<file path="src/rtl/veryrisc_sequencer.sv">
// rtl/veryrisc_sequencer.sv - VeryRISC instruction phase sequencer and instruction register
module veryrisc_sequencer #(
   parameter int IR_WIDTH     = 8,
   parameter int OPCODE_WIDTH = 3,
   parameter int CNT_WIDTH    = 16
) (
   input  logic                             clk,
   input  logic                             rst,
   input  logic [IR_WIDTH-1:0]              data_in,
   input  logic                             ld_ir,
   input  logic                             halt,
   input  logic                             go,
   input  logic                             step_mode,
   output logic [2:0]                       phase,
   output logic [OPCODE_WIDTH-1:0]          opcode,
   output logic [IR_WIDTH-OPCODE_WIDTH-1:0] ir_addr,
   output logic                             halted,
   output logic                             step_wait,
   output logic [CNT_WIDTH-1:0]             instr_count
);

   // Encoding 2'b11 is unused; the next-state logic steers it back to RUN at phase 0.
   typedef enum logic [1:0] {
      ST_RUN       = 2'b00,
      ST_HALTED    = 2'b01,
      ST_STEP_WAIT = 2'b10
   } state_t;

   state_t                 state;
   state_t                 state_nxt;
   logic [2:0]             phase_nxt;
   logic [CNT_WIDTH-1:0]   cnt_nxt;
   logic [IR_WIDTH-1:0]    ir;

   // State, phase, retired count and IR registers; reset wins over every other input.
   always_ff @(posedge clk) begin
      if (rst) begin
         state       <= ST_RUN;
         phase       <= 3'd0;
         ir          <= '0;
         instr_count <= '0;
      end else begin
         state       <= state_nxt;
         phase       <= phase_nxt;
         instr_count <= cnt_nxt;
         if (ld_ir) begin
            ir <= data_in;
         end
      end
   end

   // Next-state decode: phase stepping, HLT freeze at phase 5, step stop at the instruction boundary.
   always_comb begin
      state_nxt = state;
      phase_nxt = phase;
      cnt_nxt   = instr_count;
      case (state)
         ST_RUN: begin
            if (phase == 3'd4 && halt) begin
               // Parking at 5 means the HLT decode drives no controls while frozen.
               phase_nxt = 3'd5;
               state_nxt = ST_HALTED;
            end else begin
               phase_nxt = phase + 3'd1;
               if (phase == 3'd7) begin
                  cnt_nxt = instr_count + CNT_WIDTH'(1);
                  if (step_mode) begin
                     state_nxt = ST_STEP_WAIT;
                  end
               end
            end
         end
         ST_HALTED: begin
            if (go) begin
               // Resume finishes the halted instruction so it is counted at 7->0.
               phase_nxt = 3'd6;
               state_nxt = ST_RUN;
            end
         end
         ST_STEP_WAIT: begin
            phase_nxt = 3'd0;
            if (go) begin
               phase_nxt = 3'd1;
               state_nxt = ST_RUN;
            end
         end
         default: begin
            phase_nxt = 3'd0;
            state_nxt = ST_RUN;
         end
      endcase
   end

   assign opcode    = ir[IR_WIDTH-1 -: OPCODE_WIDTH];
   assign ir_addr   = ir[IR_WIDTH-OPCODE_WIDTH-1:0];
   assign halted    = (state == ST_HALTED);
   assign step_wait = (state == ST_STEP_WAIT);

endmodule

</file>
<file path="config.mk">
export PLATFORM = sky130hd
export DESIGN_NAME = veryrisc_sequencer
export DESIGN_NICKNAME = d
export VERILOG_FILES = /design/src/rtl/veryrisc_sequencer.sv
export SDC_FILE = /design/constraint.sdc
export NUM_CORES = 1
export LEC_CHECK = 0
export ABC_CLOCK_PERIOD_IN_PS = 2500
export BUFFER_PORTS_ARGS = -buffer_cell sky130_fd_sc_hd__buf_2
export CORE_UTILIZATION = 29
export CTS_BUF_LIST = sky130_fd_sc_hd__clkbuf_4
export DETAILED_ROUTE_END_ITERATION = 12
export PLACE_DENSITY_LB_ADDON = 0.15
export SYNTH_ARGS = -nofsm -noshare
export SYNTH_HDL_FRONTEND = slang
export SYNTH_SLANG_ARGS = --single-unit
</file>
<file path="constraint.sdc">
create_clock -name clk -period 2.5 [get_ports clk]
set_clock_uncertainty 0.15 [all_clocks]
set_input_delay 0.125 -clock clk [delete_from_list [all_inputs] [get_ports clk]]
set_output_delay 0.125 -clock clk [all_outputs]
set_load 0.01 [all_outputs]
</file>
Yosys cells after proc, flatten, opt, wreduce, memory -nomap -nowiden
Index checks and enable logic that the tools add are counted.

Bits in registers: 29. Input bits: 14. Output and inout bits: 29.

Add/sub/neg operators: 2. Eq/ne operators: 8. Muxes and demuxes: 9. Bitwise logic cells: 1. Reduce and logical (&&, ||, !) cells: 5.

Operators by type and width (number): $add 16x1->16 const B (1); $pmux 3 s3 (1); $mux 2 (4); $eq 3x3->1 const B (2); $mux 3 (2); $ne 3x3->1 const B (2); $reduce_and 3->1 (2); $pmux 2 s2 (1); $add 3x1->3 const B (1); $eq 2x1->1 const B (1); $eq 2x2->1 const B (1); $logic_not 2->1 (1); $ne 2x1->1 const B (1); $ne 2x2->1 const B (1); $reduce_or 2->1 (1); $logic_and 1x1->1 (1); $mux 1 (1); $not 1->1 (1).

Logic depth before layout (Yosys ltp)
Gate-level depths: netlist of run 1.

Depth after elaboration: 4. Gate-level depth with buffers: 7. Gate-level depth less buffers: 6.

Worst setup path after synthesis of run 1
No wires, ideal clock.

Kind: reg2reg. Start point: register phase[0]. End point: register instr_count[15]. Arrival: 1.943 ns. Required time: 2.235 ns. Slack: 0.292 ns. Cell stages (with the launch flop): 8. Path buffers: 1. Clock period less this slack: 2.208 ns. Path through: dfxtp_1 -> inv_1 -> ha_1 -> and3_1 -> buf_6 -> or4_4 -> o31a_1 -> o21ba_2.

Cells in the longest elaborated chain, start to end: 4. Elaborated cells between the ends (all ways): 5.

RTL lines: start, declared (RTL line 14) `output logic [2:0] phase,`; start signal, assigned (RTL line 44) `phase <= phase_nxt;`; $eq 3x3->1 (RTL line 59) `if (phase == 3'd4 && halt) begin`; $logic_and 1x1->1 (RTL line 59); $not 1->1 (no source line); $reduce_and 3->1 (no source line) *; end signal, assigned (RTL line 45) `instr_count <= cnt_nxt;`; end, declared (RTL line 19) `output logic [CNT_WIDTH-1:0] instr_count`.

Every way passes the cells marked *; elsewhere a longest branch is shown, timed or not. A chain may end at the register's enable or synchronous reset.

Worst setup path after layout of run 1
Start point: register state[0]. End point: register instr_count[15].

Cells in the longest elaborated chain, start to end: 2.

RTL lines: start, declared (RTL line 29) `state_t state;`; start signal, assigned (RTL line 43) `state <= state_nxt;`; $logic_not 2->1 (RTL line 57) `case (state)`; $reduce_and 3->1 (no source line).

Every way passes these cells.

==> results of run 1 <==
-- per-layer routing --
| layer | global-route usage | vias to the layer above | routed length (um) |
|---|---|---|---|
| li1 | - | 654 | - |
| met1 | 0.1599 | 599 | 1401 |
| met2 | 0.2211 | 26 | 1618 |
| met3 | 0.03608 | 6 | 131 |
| met4 | 0.07256 | 0 | 38 |
| met5 | 0 | - | 0 |
-- kinds of logic (layout without fill, tap and decap cells) --
logic type	after synthesis	in the layout	share of synthesized area
XOR/XNOR	8	8	0.05147
AND/OR/NAND/NOR	64	64	0.2417
flip-flops	29	29	0.4265
adder cells (fa/ha/maj)	8	8	0.07353
buffers and inverters	11	66	0.03676
AO/OA/AOI/OAI	25	25	0.1112
multiplexers	8	8	0.05883
-- critical path, delay by kind of cell (launching register included) --
kind	cells	cell delay, ps
AOI/OAI and AO/OA	2	450
buffers and inverters	1	120
DFF	1	360
adders and majority gates	1	280
and+or+nand+nor	2	790
-- final cells by class --
| class | count | share of cell area |
|---|---|---|
| inverters | 6 | 0.01280 |
| clock inverters | 3 | 0.007112 |
| flip-flops and latches | 29 | 0.3300 |
| well taps | 52 | 0.03698 |
| repair buffers | 52 | 0.1764 |
| clock buffers | 5 | 0.02134 |
| multi-input cells | 113 | 0.4154 |
-- registers in the layout, summed over array words and instances, names as in the netlist --
signal,cells
ir,8
phase,3
state,2
instr_count,16
-- layout by cell type, fill, tap and decap left out, types with 3 or more instances in the layout --
master,count
a21oi_1,8
a311oi_1,3
buf_2,42
clkbuf_4,5
dfxtp_1,29
dlygate4sd3_1,10
ha_1,8
inv_1,6
mux2i_1,8
nand2_1,12
nand3_1,8
nand4_1,4
nor2_1,19
nor4_1,3
o21ai_0,10
or3_1,4
xnor2_1,6
-- path summary, 6_finish.rpt --
path,end,startpoint
worst min-delay path,ir[2],ld_ir
worst max-delay path,instr_count[15],state[0]
worst min register to register,instr_count[14],instr_count[14]
worst max register to register,instr_count[15],state[0]
-- through the flow --
stage               hold WS [ps]  worst slack [ps]  cells  utilization
finish                     66.98             259.6    260       0.3958
global route               68.52             101.5    260       0.3958
CTS                        57.51             258.9    260       0.3958
detailed placement         226.4             267.6    242       0.3621
global placement           209.6             324.7    242       0.3621
floorplan                  122.5             292.0    153            -
-- what timing repair did --
item / 4_1_cts / 5_1_grt
endpoints found under the hold margin: 10 / 0
hold buffers: 10 / 0
setup endpoints to repair: 0 / 0
-- power by group through the flow --
stage / sequential, uW / clock (uW) / combinational (uW)
after detailed placement: 529 / 0 / 175
final: 518 / 264 / 186
after global routing: 523 / 304 / 211
after CTS: 519 / 278 / 187
after floorplan: 539 / 0 / 105
after global placement: 527 / 0 / 171
==> flow_summary.ini, run 1 <==
[final_layout]
multi_input_area_um2 = 730.7
syn2layout_area_growth_pct = 29.23
fin_area_um2 = 1759
seq_area_um2 = 580.6
fillers = 464
fin_nets = 229
insertedDiodeCount = 0
drive_gt1_frac = 0.2452

[global_routing]
grt_start_max_net_pins = 30
grt_pass1_wl_um = 5216
grt_pass1_vias = 1176
grt_antenna_before_repair = 0
overflow = 0
gr-usage-all-layers = 0.1345

[critical_path]
max_stage_delay_ps = 590
cp.required_ps = 2570
cp_cell_sequence = inv_1 -> ha_1 -> nand2_1 -> or4_4 -> o31a_1 -> o21ba_2
path_max_fanout = 7
crit_path_end_kind = flop
crit_type = flop to flop
start_kind = flop
reg2reg_depth = 6
critPathArrivalTime_ps = 2310
r2r_slack_ps = 260
slowest_stage = or4_4

[run_status]
violations = DRC
status = complete, but fails checks

[clocking]
htreeDepth = 2
post-cts-setup-buffers = 0
clk_latency_ps = 330
cts.path.max_buffers = 2
path_clk_slew_ps = 100
root_buffer = clkbuf_4
clock_sinks = 29
ctsResizeCount = 0
cts_tree = yes
cts_inserted_buffers = 5

[routing]
wirelength_um = 3190
firstDrtPassIters = 8
avgRoutedWirePerCell_um = 12.27
drc_errors = 4
via_count = 1285
initialDrtViolationCount = 69
drtAntennaViolNets = 0
via_per_inst = 4.942

[synth]
ys_seq_area_frac = 0.4265
syn_nets = 175
synth_top_area_cell = dfxtp_1
post-synth-top-area-fraction = 0.4265
synth_area_um2 = 1361
async_reset_ff_frac = 0
synth_commonest_cells = dfxtp_1 (29), nor2_1 (19), nand2_1 (12)
synth_edf_count = 0
synth-main-ff-cell = dfxtp_1
ys_ff_latch = 29
synthMostInstantiatedCell = dfxtp_1
synth.area.top_cells = dfxtp_1 (43%), ha_1 (7.4%), mux2i_1 (5.9%)
yosys_warnings = 0
synth_cells = 153
synth_cell_types = 32
avgSynthCellArea_um2 = 8.897

[placement]
place_congestion = 0.7728
place_hpwl_um = 2304
dpl_cell_area_um2 = 1609
numPortBuffers = 42

[timing]
drv_slew = 0
hold_viol = 0
max_freq_mhz = 446.3
tightestPinTransition_ps = 531.0
finalSetupTns_ps = 0
maxSlewHeadroom = 0.6460
fin_crit_ps = 2240
setup_viol_count_final = 0
rsz0062_at_grt = no
min_period_over_period = 0.8962

[die]
initial_core_util = 0.3063
rows = 24
io_pins = 43
die_area_um2 = 4972
die_x_um = 70.52
die_h_um = 70.52
core-area_um2 = 4444

[pwr]
power_uw = 968.2
swShare = 0.2999
p_leak_uw = 0.0007848
power_frac_comb = 0.192
seqPwrFrac = 0.535
p_int_uw = 677.8
p_per_area_nw_per_um2 = 550.3
power_frac_clock = 0.273
p_switching_uw = 290.3
ir_worst_vdd_mv = 0.3161

[hold_path]
hold_path_depth = 3
hold_path_class = primary input to flop

[flow_run]
max_cap_violations = 0
Power figures use the tool's default switching activity.
==> run 2: changes to the inputs <==
Settings changed: CORE_UTILIZATION 29 to 42, PLACE_DENSITY set to 0.69, PLACE_DENSITY_LB_ADDON 0.15 to unset.
==> run 2 against run 1 <==
Largest power group unchanged. First-iteration DRC count down 8.7%. Critical path type unchanged. Clock power up 43%. Sequential power about the same. The run now ends clean. Core utilization up 19 points. Critical path depth unchanged. Global-route usage up 5.9 points. Die area down 30%. Cell count down 3.1%.
==> flow_summary.ini, run 2 (synthesis gave the netlist of run 1 again) <==
[routing]
via_per_inst = 4.984
avgRoutedWirePerCell_um = 11.81
initialDrtViolationCount = 63
firstDrtPassIters = 4
drtAntennaViolNets = 0
drc_errors = 0
wirelength_um = 2977
via_count = 1256

[final_layout]
fillers = 301
insertedDiodeCount = 0
drive_gt1_frac = 0.2500
seq_area_um2 = 580.6
multi_input_area_um2 = 730.7
fin_area_um2 = 1778
largest_register_ff_count = 16
regMostFlops = instr_count
syn2layout_area_growth_pct = 30.61
biggestRegsByFlops = instr_count: 16 flops, ir: 8 flops, phase: 3 flops
final_common_cell = buf_2
fin_nets = 229
mostFrequentLayoutCells = buf_2 (42), dfxtp_1 (29), nor2_1 (19), nand2_1 (12)

[critical_path]
path_max_fanout = 10
r2r_start = phase[0]
crit_path_end_kind = flop
r2r_end = instr_count[15]
cp.required_ps = 2580
r2r_slack_ps = 260
critPathArrivalTime_ps = 2320
reg2reg_depth = 6
start_kind = flop
crit_type = flop to flop

[die]
initial_core_util = 0.4459
die_area_um2 = 3473
die_h_um = 58.93
rows = 20
core-area_um2 = 3053
io_pins = 43
die_x_um = 58.93

[global_routing]
grtUsageMet1 = 0.2257
busiest_layer = met2
use_met2 = 0.3214
grt_pass1_vias = 1153
gr-usage-all-layers = 0.1931
grt_start_max_net_pins = 30
grt_antenna_before_repair = 0
grt_use_met3 = 0.06154
overflow = 0
grt_pass1_wl_um = 5002

[timing]
rsz0062_at_grt = no
min_period_over_period = 0.8969
finalSetupTns_ps = 0
maxSlewHeadroom = 0.6668
setup_viol_count_final = 0
tightestPinTransition_ps = 499.8
hold_viol = 0
drv_slew = 0
fin_crit_ps = 2242
max_freq_mhz = 446.0
setup_slack_ps = 257.7

[hold_path]
hold_path_depth = 3
hp-start = ld_ir
whs_endpoint = ir[5]
hold_path_class = primary input to flop

[clocking]
postCtsHoldBufs = 10
cts_inserted_buffers = 5
clock_sinks = 29
cts_tree = yes
clk_latency_ps = 320
post-cts-setup-buffers = 0
ctsResizeCount = 0
cts.path.max_buffers = 2
htreeDepth = 2
root_buffer = clkbuf_4
path_clk_slew_ps = 90

[flow_run]
max_cap_violations = 0

[placement]
place_hpwl_um = 2108
numPortBuffers = 42
dpl_worst_slack_ps = 262.7
dpl_cell_area_um2 = 1599
place_congestion = 0.7133

[run_status]
status = completed

[pwr]
ir_worst_vdd_mv = 0.3617
p_per_area_nw_per_um2 = 609.0
p_leak_uw = 0.0007980
run 2: changes by cell type in the layout (fill, tap and decap cells not counted):
cell and delta:
clkbuf_4 +1, clkinv_1 -1, clkinv_2 -1, bufinv_16 +1
run 2: how the worst max path moves through the flow:
stage	startpoint	to	slack, ps	depth (start not counted)
global route	state[0]	instr_count[15]	120	6
finish	phase[0]	instr_count[15]	260	6
detailed placement	phase[0]	instr_count[15]	260	6
global placement	phase[0]	instr_count[15]	340	6
CTS	phase[0]	instr_count[15]	250	6
floorplan	phase[0]	instr_count[15]	290	7
run 2: where the power goes:
part | total (uW) | switching [uW] | internal, uW
Clock | 378 | 159 | 219
Sequential | 518 | 26.8 | 492
Combinational | 187 | 101 | 85.4
run 2: metrics by stage:
stage / hold WS, ps / instances / utilization / total power [uW]
after floorplan: 122.5 / 153 / - / 643.8
after global placement: 210.8 / 234 / 0.5238 / 693.6
after detailed placement: 218.3 / 234 / 0.5238 / 703.5
after CTS: 55.34 / 252 / 0.5824 / 1094
after global routing: 87.64 / 252 / 0.5824 / 1142
final: 63.34 / 252 / 0.5824 / 1083
run 2: worst max-delay path: stages (launching register included):
cell and delay (ps):
dfxtp_1 380, inv_1 70, ha_1 200, and3_1 290
or4_4 600, o31a_1 250, o21ba_2 200
run 2: layer usage:
metal,vias up,share of wire,routed length (um)
met3,6,0.045,135
met5,-,0,0
li1,648,-,-
met1,577,0.44,1307
met4,0,0.016,48
met2,25,0.50,1486
run 2: layout make-up:
cell class / count / area share
Clock inverter: 2 / 0.01900
Inverter: 6 / 0.01267
Multi-Input combinational cell: 113 / 0.4110
Timing Repair Buffer: 52 / 0.1745
Sequential cell: 29 / 0.3265
Tap cell: 44 / 0.03096
Clock buffer: 6 / 0.02533
